--- src/rtl/shift_add_mult.sv ---
`default_nettype none
// ============================================================================
// Module      : shift_add_mult
// Description : Sequential shift-and-add multiplier. Signed operands are
//               multiplied as magnitudes, and the result is negated at the end
//               when the operand signs differ. The latency is WIDTH+1 clock
//               edges from start to done.
// Revision    : 1.0 - initial release
// ============================================================================
module shift_add_mult #(
  parameter int WIDTH = 8
) (
  input  logic                 clk,
  input  logic                 res,
  input  logic                 start,
  input  logic                 signed_mode,
  input  logic [WIDTH-1:0]     multiplicand,
  input  logic [WIDTH-1:0]     multiplier,
  output logic                 busy,
  output logic                 done,
  output logic [2*WIDTH-1:0]   product
);

  localparam int                 c_CW     = $clog2(WIDTH + 1);
  localparam logic [WIDTH-1:0]   c_ONE_W  = WIDTH'(1);
  localparam logic [2*WIDTH-1:0] c_ONE_2W = (2*WIDTH)'(1);
  localparam logic [c_CW-1:0]    c_CNT_LD = c_CW'(WIDTH);
  localparam logic [c_CW-1:0]    c_CNT_1  = c_CW'(1);

  typedef enum logic [1:0] {
    S_IDLE = 2'd0,
    S_RUN  = 2'd1,
    S_FIN  = 2'd2
  } state_t;

  state_t               r_state;
  logic [c_CW-1:0]      r_cnt;
  logic [WIDTH-1:0]     r_mcand;     // multiplicand magnitude
  logic [WIDTH-1:0]     r_hi;        // upper half of accumulator
  logic [WIDTH-1:0]     r_lo;        // multiplier, shifted out as product bits shift in
  logic                 r_sign;
  logic                 r_busy;
  logic                 r_done;
  logic [2*WIDTH-1:0]   r_product;

  logic [WIDTH-1:0]     w_a_mag;
  logic [WIDTH-1:0]     w_b_mag;
  logic [WIDTH-1:0]     w_addend;
  logic [WIDTH:0]       w_sum;
  logic [2*WIDTH-1:0]   w_raw;
  logic [2*WIDTH-1:0]   w_result;

  // Operand magnitudes: in signed mode, a negative value is negated. The most
  // negative value maps to 2^(WIDTH-1), which still fits in WIDTH unsigned bits.
  always_comb begin
    w_a_mag = multiplicand;
    w_b_mag = multiplier;
    if (signed_mode && multiplicand[WIDTH-1]) w_a_mag = ~multiplicand + c_ONE_W;
    if (signed_mode && multiplier[WIDTH-1])   w_b_mag = ~multiplier + c_ONE_W;
  end

  // One iteration adds the multiplicand into the upper half and keeps the carry.
  // The final result is negated when the sign flag is set.
  always_comb begin
    w_addend = r_lo[0] ? r_mcand : '0;
    w_sum    = {1'b0, r_hi} + {1'b0, w_addend};
    w_raw    = {r_hi, r_lo};
    w_result = r_sign ? (~w_raw + c_ONE_2W) : w_raw;
  end

  // Control FSM, datapath registers and registered outputs.
  always_ff @(posedge clk or posedge res) begin
    if (res) begin
      r_state   <= S_IDLE;
      r_cnt     <= '0;
      r_mcand   <= '0;
      r_hi      <= '0;
      r_lo      <= '0;
      r_sign    <= 1'b0;
      r_busy    <= 1'b0;
      r_done    <= 1'b0;
      r_product <= '0;
    end else begin
      r_done <= 1'b0;
      case (r_state)
        S_IDLE: begin
          if (start) begin
            r_mcand <= w_a_mag;
            r_lo    <= w_b_mag;
            r_hi    <= '0;
            r_sign  <= signed_mode & (multiplicand[WIDTH-1] ^ multiplier[WIDTH-1]);
            r_cnt   <= c_CNT_LD;
            r_busy  <= 1'b1;
            r_state <= S_RUN;
          end
        end
        S_RUN: begin
          r_hi  <= w_sum[WIDTH:1];
          r_lo  <= {w_sum[0], r_lo[WIDTH-1:1]};
          r_cnt <= r_cnt - c_CNT_1;
          if (r_cnt == c_CNT_1) r_state <= S_FIN;
        end
        S_FIN: begin
          r_product <= w_result;
          r_done    <= 1'b1;
          r_busy    <= 1'b0;
          r_state   <= S_IDLE;
        end
        default: begin
          r_state <= S_IDLE;
          r_busy  <= 1'b0;
        end
      endcase
    end
  end

  assign busy    = r_busy;
  assign done    = r_done;
  assign product = r_product;

endmodule
`default_nettype wire

--- config.mk ---
export PLATFORM = sky130hd
export DESIGN_NAME = shift_add_mult
export DESIGN_NICKNAME = d
export VERILOG_FILES = /design/src/rtl/shift_add_mult.sv
export SDC_FILE = /design/constraint.sdc
export NUM_CORES = 1
export LEC_CHECK = 0
export ABC_AREA = 1
export CORE_UTILIZATION = 68
export CTS_CLUSTER_SIZE = 8
export DETAILED_ROUTE_END_ITERATION = 12
export DONT_BUFFER_PORTS = 1
export GPL_TIMING_DRIVEN = 1
export PLACE_DENSITY = 0.94
export SLEW_MARGIN = 10
export SYNTH_ARGS = -nofsm -noshare
export SYNTH_HDL_FRONTEND = slang
export SYNTH_SLANG_ARGS = --single-unit
--- constraint.sdc ---
create_clock -name clk -period 5.6 [get_ports clk]
set_clock_uncertainty 0.15 [all_clocks]
set_input_delay 1.12 -clock clk [delete_from_list [all_inputs] [get_ports clk]]
set_output_delay 1.12 -clock clk [all_outputs]
set_load 0.01 [all_outputs]
# Yosys cells after proc, flatten, opt, wreduce, memory -nomap -nowiden
# Cells that the tools add are included.
dict set report totals {
  in_bits 20
  regBits 49
  word_cells 49
}
dict set report op_classes {
  n_bitwise 6
  eq_ne 5
  muxes 16
  reduce_logical 8
  n_addsub 5
}
# op n
set ops {}
lappend ops {{8-bit 2-to-1 mux} 5}
lappend ops {{8-bit case mux with 2 select lines} 2}
lappend ops {{16-bit by 1-bit adder with 16-bit output (second input constant)} 1}
lappend ops {{8-bit by 1-bit adder with 8-bit output (second input constant)} 2}
lappend ops {{16-bit 2-to-1 mux} 1}
lappend ops {{16-bit inverter} 1}
lappend ops {{8-bit inverter} 2}
lappend ops {{8-bit by 8-bit adder with 9-bit output} 1}
lappend ops {{4-bit case mux with 2 select lines} 1}
lappend ops {{2-bit AND reduction} 4}
lappend ops {{4-bit by 1-bit == test with 1-bit output (second input constant)} 1}
lappend ops {{2-bit 2-to-1 mux} 2}
lappend ops {{4-bit 2-to-1 mux} 1}
lappend ops {{2-bit inequality test (second input constant)} 2}
lappend ops {{2-bit case mux with 2 select lines} 1}
lappend ops {{4-bit by 1-bit subtractor with 4-bit output (second input constant)} 1}
lappend ops {{2-bit by 1-bit == test with 1-bit output (second input constant)} 1}
lappend ops {{2-bit == test (second input constant)} 1}
lappend ops {{1-bit logical AND} 2}
lappend ops {{2-bit zero test} 1}
lappend ops {{1-bit 2-to-1 mux} 2}
lappend ops {{1-bit case mux with 2 select lines} 1}
lappend ops {{2-bit nonzero test} 1}
lappend ops {{1-bit bitwise AND} 1}
lappend ops {{other kinds (2)} 2}

# Longest topological paths before layout
dict set report logic_depth {
  word_depth 5
  mapped_depth 13
}

# Worst setup path after synthesis
# No wires, ideal clock.
dict set report synth_path {
  path_type {input -> register}
  from {in multiplier[0]}
  to {reg r_lo[6]}
  setup_ns 0.127
  required_ns 5.323
  path_stages 7
  path_slack_ns 3.562
  t_arrival_ns 1.761
  path_cell_list {inv_1 -> ha_1 -> nand2_1 -> nand2_1 -> o21ai_1 -> xor2_1 -> o21ai_1}
}
dict set report synth_via {
  elab_chain_cells 5
}
# element line
set synth_rtl {}
lappend synth_rtl {{start, declared} 18} ;# input logic [WIDTH-1:0] multiplier,
lappend synth_rtl {{8-bit inverter} 59} ;# if (signed_mode && multiplier[WIDTH-1]) w_b_mag = ~multiplier + c_ONE_W;
lappend synth_rtl {{8-bit by 1-bit adder with 8-bit output} 59}
lappend synth_rtl {{8-bit 2-to-1 mux} 59}
lappend synth_rtl {{8-bit 2-to-1 mux} 87} ;# if (start) begin
lappend synth_rtl {{8-bit case mux with 2 select lines} 85} ;# case (r_state)
lappend synth_rtl {{end signal, assigned} 89} ;# r_lo <= w_b_mag;
lappend synth_rtl {{end signal, assigned} 99} ;# r_lo <= {w_sum[0], r_lo[WIDTH-1:1]};
lappend synth_rtl {{end, declared} 40} ;# logic [WIDTH-1:0] r_lo;
# No other way between the ends. The select of a mux whose other input is x is not followed.
# A chain may end at the register's enable or synchronous reset.

# Final worst setup path
dict set report layout_path {
  from {in start}
  to {reg r_lo[4]}
}
dict set report layout_via {
  elab_chain_cells 2
}
# element line
set layout_rtl {}
lappend layout_rtl {{start, declared} 15} ;# input logic start,
lappend layout_rtl {{2-bit inequality test (no line)} --}
lappend layout_rtl {{2-bit AND reduction (no line)} --}
# No other way between the ends.

==> results summary <==
In this run the core area contains 23 standard-cell rows. In this run the most critical hold path is launched from r_mcand[7]$_DFFE_PP0P_. The synthesized design contains 49 register bits. The deepest clock path buffer count is 2.

The count of input and output buffers is 0. Setup repair after global routing left no endpoint under its margin. The hold-fix buffer count after cts is 0.

STA puts the critical path data required time at 5.62 ns. The switching share of power came out at 46.0%. The post-synth design cell area came out at 2970 sq um.

By area the synthesized netlist is led by sky130_fd_sc_hd__dfrtp_1, sky130_fd_sc_hd__nand2_1, sky130_fd_sc_hd__ha_1. The relative contribution of the clock network to total power is 12.5%. The dominant register cell in the synthesized netlist is sky130_fd_sc_hd__dfrtp_1. The number of sinks on the clock net came out at 49. The max-slew violation total from the final report is 0. The die is 68.1 um wide.

The delay of the slowest cell on the worst path is 0.36 ns. For hold timing, the worst endpoint is r_mcand[7]$_DFFE_PP0P_. In the final layout, the share of cells above drive strength 1 is 9.51%. The netlist uses 30 different library cells.

After detailed routing, the average wire length per cell comes to 12.9 um. Counting instances in the post-synthesis netlist gives the leading cell types as sky130_fd_sc_hd__nand2_1, sky130_fd_sc_hd__dfrtp_1, sky130_fd_sc_hd__inv_1. The number of antenna violations at the first check in global routing came out at 0.

The portion of total power attributed to combinational logic is 45.7%. The number of hold violations in the final report came to 0. The total wire length is 5.68 mm. The worst setup path is launched from a primary input. The later pin in the worst-skew pair is clocked with a latency of 0.30 ns. The number of enable-type register cells in the synthesized netlist is 0. The kind of capture point of the worst setup path is a flip-flop.

The half-perimeter wire length after detailed placement is 4.28 mm. The final worst slack came out at 3.48 ns. The count of nets left with antenna violations after detail routing came out at 0. The startpoint identified for the worst register-to-register timing path is r_state[0]$_DFFE_PP0P_. The minimum clock period after layout is 2.12 ns. The fraction of post-synthesis cell area in the top cell type by area is 41.3%.

The post-CTS repair timing setup buffer count came out at 0. After clock tree synthesis, the clock-pin slew on the worst setup and hold paths is 0.08 ns. The power density over the cells is 541 nW/um^2. The worst vdd rail ir drop is 0.254 mV. The async set-or-reset flop fraction in the synthesized netlist came out at 100%. The final layout net count came out at 423. Timing analysis after detailed placement gives a worst setup slack of 3.14 ns. Counting both buffers and inverters, the worst setup path holds a total of 1. The category of the most critical setup path is primary input to flip-flop. The count of cells along the worst register-to-register path came out at 4. The core outline area came out at 4090 sq um.

Traced cell by cell, the critical path runs through nand3_2, nand2_4, inv_2, a22oi_1, o21ai_0. The vias after detailed routing is 2470. The first global-routing pass estimated 9.51 mm of wire. The multi-input combinational cells in the finished layout cover a total of 1510 sq um.

The routability-driven placement congestion ratio is 0.919. The clock tree from TritonCTS is done. The cell count after synthesis is 391. The analysis attributes to cell leakage a power of 1.61 nW. Setup violations remaining at the end of the flow were counted as 0. Among all cell types in the netlist, the one instantiated most often is sky130_fd_sc_hd__nand2_1.

The slowest stage cell on the critical path is sky130_fd_sc_hd__nand3_2. The number of top-level pins came out at 38. The diode insertion count for antenna repair is 0. The overall die height is 68.1 um.

The actual transition at the worst max-transition pin came out at 0.979 ns. The arrival time reported for the critical path endpoint came out at 2.14 ns. The initial standard-cell utilization of the core came out at 72.7%. sky130_fd_sc_hd__dfrtp_1 takes more of the synthesized area than any other cell. The number of DRC violations after detailed routing is 0.

The maximum fanout encountered on the critical timing path is 22. The H-tree level count came out at 2. The number of filler instances in the final layout came out at 305. The area taken by flip-flops and latches is 1230 sq um. Yosys printed 0 warnings. The number of global-route vias before repair is 2227.

Clock tree synthesis selected as its root buffer the cell sky130_fd_sc_hd__clkbuf_8. Averaged over all synthesized cells, the footprint is 7.59 sq um. The number of maximum-capacitance constraint violations is 0. The largest net degree at the start of global routing came out at 50.

The first-pass iteration count of the detailed router came out at 4. The final critical path takes up 37.9% of the cycle. The setup check on the worst reg-to-reg path leaves a slack of 3.50 ns. The post-synthesis to final-layout area growth came out at 3.16%. For this design the total switching power over the nets is 0.763 mW.

The aggregate negative setup slack is 0 ns. The kind of cell adding the most delay to the critical path is simple AND/OR/NAND/NOR gates. The die area came out at 4630 sq um. The number of design-rule violations left by the first detailed-router iteration came out at 150. The fraction of the yosys area taken by sequential cells is 41.3%. The final global-route overflow total is 0. The highest clock frequency the design can meet came out at 472 MHz. Across every metal layer, demand over resource in global routing totals 27.9%.

In this run the worst hold path is classified as flip-flop to flip-flop. The run finished with clean final reports. The number of nets handed over by synthesis was 425. The detailed-route vias per instance is 5.63. The post-cts resize count is 0. The cell count of the worst hold path is 2.

The number of CTS-inserted buffers came out at 5. The worst register-to-register path ends at product[4]$_DFFE_PP0P_. The sequential cell fraction of total power is 41.8%. Internal power comes to 0.895 mW. The worst max-slew margin expressed relative to the limit came out at 34.6%.
==> state kept, by name (all words and copies together), names as in the netlist <==
signal	count
product	16
r_hi	8
r_lo	8
r_mcand	8
r_cnt	4
r_state	2
busy	1
done	1
r_sign	1
==> worst reg2reg max path, stage by stage, from the launching register on <==
cell,delay (ns)
sky130_fd_sc_hd__dfrtp_1,0.43
sky130_fd_sc_hd__nor2_1,0.63
sky130_fd_sc_hd__inv_1,0.51
sky130_fd_sc_hd__nand2_1,0.17
sky130_fd_sc_hd__o21ai_1,0.08
==> logic make-up after synthesis <==
| group | count (synthesis) | share of synthesized area, % |
|---|---|---|
| xor+xnor | 14 | 4.13 |
| simple gates | 194 | 28.7 |
| fa+ha+maj | 14 | 6.15 |
| buf+inv | 57 | 7.92 |
| compound gates | 63 | 11.8 |
| flops | 49 | 41.3 |
==> layout by cell type (no fill, tap or decap), drive strengths merged, types with 4 or more instances in the layout <==
cell type  netlist  final
xor2            10     10
xnor2            4      4
ha              13     13
o22ai            4      4
o21ai           35     35
nand3           35     35
a22oi            6      6
nand2          127    127
nor2            30     30
a21oi           13     13
clkbuf           0      7
dfrtp           49     49
inv             48     48
==> worst max path at each step <==
stage                                 startpoint  slack [ns]  cells past startpoint                      to
final                                      start        3.48                      5     r_lo[4]$_DFFE_PP0P_
after global routing      r_state[0]$_DFFE_PP0P_        3.26                      4  product[4]$_DFFE_PP0P_
after CTS                                  start        3.47                      5     r_lo[4]$_DFFE_PP0P_
after detailed placement                   start        3.14                      5     r_lo[3]$_DFFE_PP0P_
after global placement                     start        3.22                      5     r_lo[2]$_DFFE_PP0P_
after floorplan                              res        3.16                      1        busy$_DFFE_PP0P_
==> power by group through the flow <==
stage | logic (mW) | clock network, mW | registers [mW]
floorplan | 0.666 | 0 | 0.631
global placement | 0.712 | 0 | 0.688
detailed placement | 0.750 | 0 | 0.696
CTS | 0.758 | 0.210 | 0.689
global route | 0.869 | 0.226 | 0.719
finish | 0.758 | 0.208 | 0.692
==> final cells by class <==
| type | count | area share (%) |
|---|---|---|
| inverter | 48 | 5.88 |
| multi-input combinational | 285 | 49.2 |
| tap | 50 | 2.04 |
| sequential | 49 | 40.0 |
| clock buffer | 7 | 2.82 |
==> through the flow <==
stage | std cells | hold slack [ns] | util, % | total power, mW | cell area, sq um
global route | 439 | 0.375 | 75.0 | 1.81 | 3060
floorplan | 391 | 0.299 | - | 1.30 | 2970
detailed placement | 432 | 0.323 | 72.8 | 1.45 | 2980
finish | 439 | 0.339 | 75.0 | 1.66 | 3060
CTS | 439 | 0.343 | 75.0 | 1.66 | 3060
global placement | 432 | 0.317 | 72.8 | 1.40 | 2980
==> per-layer routing <==
metal	track usage (%)	routed length (um)	vias up
met3	5.83	361	9
met5	0	0	-
li1	-	-	1253
met2	45.5	2660	98
met4	11.7	88	0
met1	35.8	2570	1110
No activity file was read; power rests on OpenSTA's default activity.
==> edit, RTL diff (same settings) <==
Register the output `product` once more, with the module's reset; this adds one clock of latency there. The other outputs are not delayed to match.
--- a/src/rtl/shift_add_mult.sv
+++ b/src/rtl/shift_add_mult.sv
@@ -116,7 +116,13 @@
 
   assign busy    = r_busy;
   assign done    = r_done;
-  assign product = r_product;
+  always_ff @(posedge clk or posedge res) begin
+    if (res) begin
+      product <= '0;
+    end else begin
+      product <= r_product;
+    end
+  end
 
 endmodule
 `default_nettype wire
Formal check against the unedited RTL: same outputs for any inputs over 10 cycles, from zero or initial values; that may be too few to reach the edited logic, so the function may still have changed.
==> edit against the original RTL <==
Design area increased by 20%. Cell count increased by 11%. Routed wire length grew 21%. Sequential cell count is 16 higher. Synthesized area up 17%. Die area up 17%. Total power up 21%. Setup slack lost 0.043 ns. Combinational power is essentially flat. Critical path depth rose by 7. Critical path type is now reg2reg.
==> edit: results <==
group,metric,value,unit
power,ir_worst_vdd,267,uV
worst_setup_path,slowest_stage,"dfrtp_1",
synth,synth_commonest_cells,"nand2_1, dfrtp_1, inv_1, nand3_1, nor2_1",
worst_setup_path,critPathTopFamily,"simple AND/OR/NAND/NOR gates",
hold_path,min_path_cells,0,
placed_design,io_buffer_count,0,
finish,n_antenna_cell,0,
worst_setup_path,reg2reg_depth,12,
hold_path,hold_class,"reg2reg",
power,p_leak,1.87,nW
synth,synth_fp_nets,450,
synth,yosysSeqAreaShare,46.7,%
grt,antenna_found_initial,0,
clock_tree,cts_resized,0,
run_status,outcome,"finished, final reports clean",
clock_tree,cts_inserted_buffers,9,
clock_tree,path_clk_slew,0.07,ns
worst_setup_path,path_max_fanout,9,
placed_design,gp_congestion,0.909,
grt,track_usage,30.5,%
worst_setup_path,slowest_delay,0.52,ns
detailed_routing,routedWlPerCell,14.1,um
finish,nFillCells,345,
clock_tree,post-cts-setup-buffers,0,
worst_setup_path,worstSetupPathType,"reg2reg",
synth,ys_types,37,
synth,netlist.area_leader.share,46.7,%
clock_tree,cts_buffer_depth,2,
detailed_routing,first_pass_iters,4,
worst_setup_path,worstPathArrival,2.24,ns
timing,worst_slew_pin_slew,0.795,ns
clock_tree,cts.htree.levels,3,
clock_tree,clk-insertion-delay-late,0.34,ns
finish,largestRegisters,"product (16), r_product (16)",
finish,drive_gt1_share,11.6,%
detailed_routing,drt_iter0_drc,154,
synth,yosys-top-cells-area,"dfrtp_1, nand2_1, nand3_1, ha_1, inv_1",
grt,grt_max_degree,66,
detailed_routing,via_count,2792,
grt,grt_pass1_wl,12.3,mm
placed_design,dp_hpwl,5.07,mm
## edit: logic make-up (layout without fill, tap and decap cells)
family	after synthesis	count (layout)	synth area share, %
simple gates	205	205	27.0
buf+inv	62	67	8.20
compound gates	60	60	10.2
xor+xnor	10	10	2.52
flops	65	65	46.7
fa+ha+maj	14	14	5.25
## edit: power breakdown
part	internal, W	switching [W]	leakage, nW
Sequential	0.000668	0.000205	0.777
Combinational	0.000286	0.000472	0.995
Clock	0.000210	0.000166	0.0978
## edit: routing by layer
metal  vias up  global-route usage [%]  share of wire, %
met4         0                    10.9               1.7
li1       1354                       -                 -
met3        13                    10.0               6.7
met1      1311                    36.3                41
met2       114                    51.6                50
met5         -                       0                 0
## edit: path summary, 6_finish.rpt
kind | start | slack, ns | endpoint
max in group asynchronous | res | 4.03 | product[15]
min | r_product[10] | 0.22 | product[10]
max reg2reg | r_lo[0] | 3.44 | r_hi[7]
min reg2reg | r_product[10] | 0.22 | product[10]
min in group asynchronous | res | 0.75 | r_product[6]
max | r_lo[0] | 3.44 | r_hi[7]
## edit: through the flow
| stage | utilization [%] | worst slack, ns | cell area [um^2] | std cells | hold WS, ns |
|---|---|---|---|---|---|
| after floorplan | - | 2.70 | 3480 | 416 | 0.204 |
| after global placement | 72.4 | 3.39 | 3490 | 474 | 0.210 |
| after detailed placement | 72.4 | 3.33 | 3490 | 474 | 0.210 |
| after CTS | 76.2 | 3.45 | 3670 | 488 | 0.225 |
| after global routing | 76.2 | 3.26 | 3670 | 488 | 0.246 |
| final | 76.2 | 3.44 | 3670 | 488 | 0.224 |
## edit: area by class of cell
cell class	count	area [um^2]	area share [%]
sequential	65	1630	44.3
multi-input combinational	289	1570	42.7
inverter	52	203	5.52
clock buffer	10	138	3.75
tap	67	83.8	2.28
clock inverter	4	45.0	1.23
timing repair buffer	1	7.51	0.204
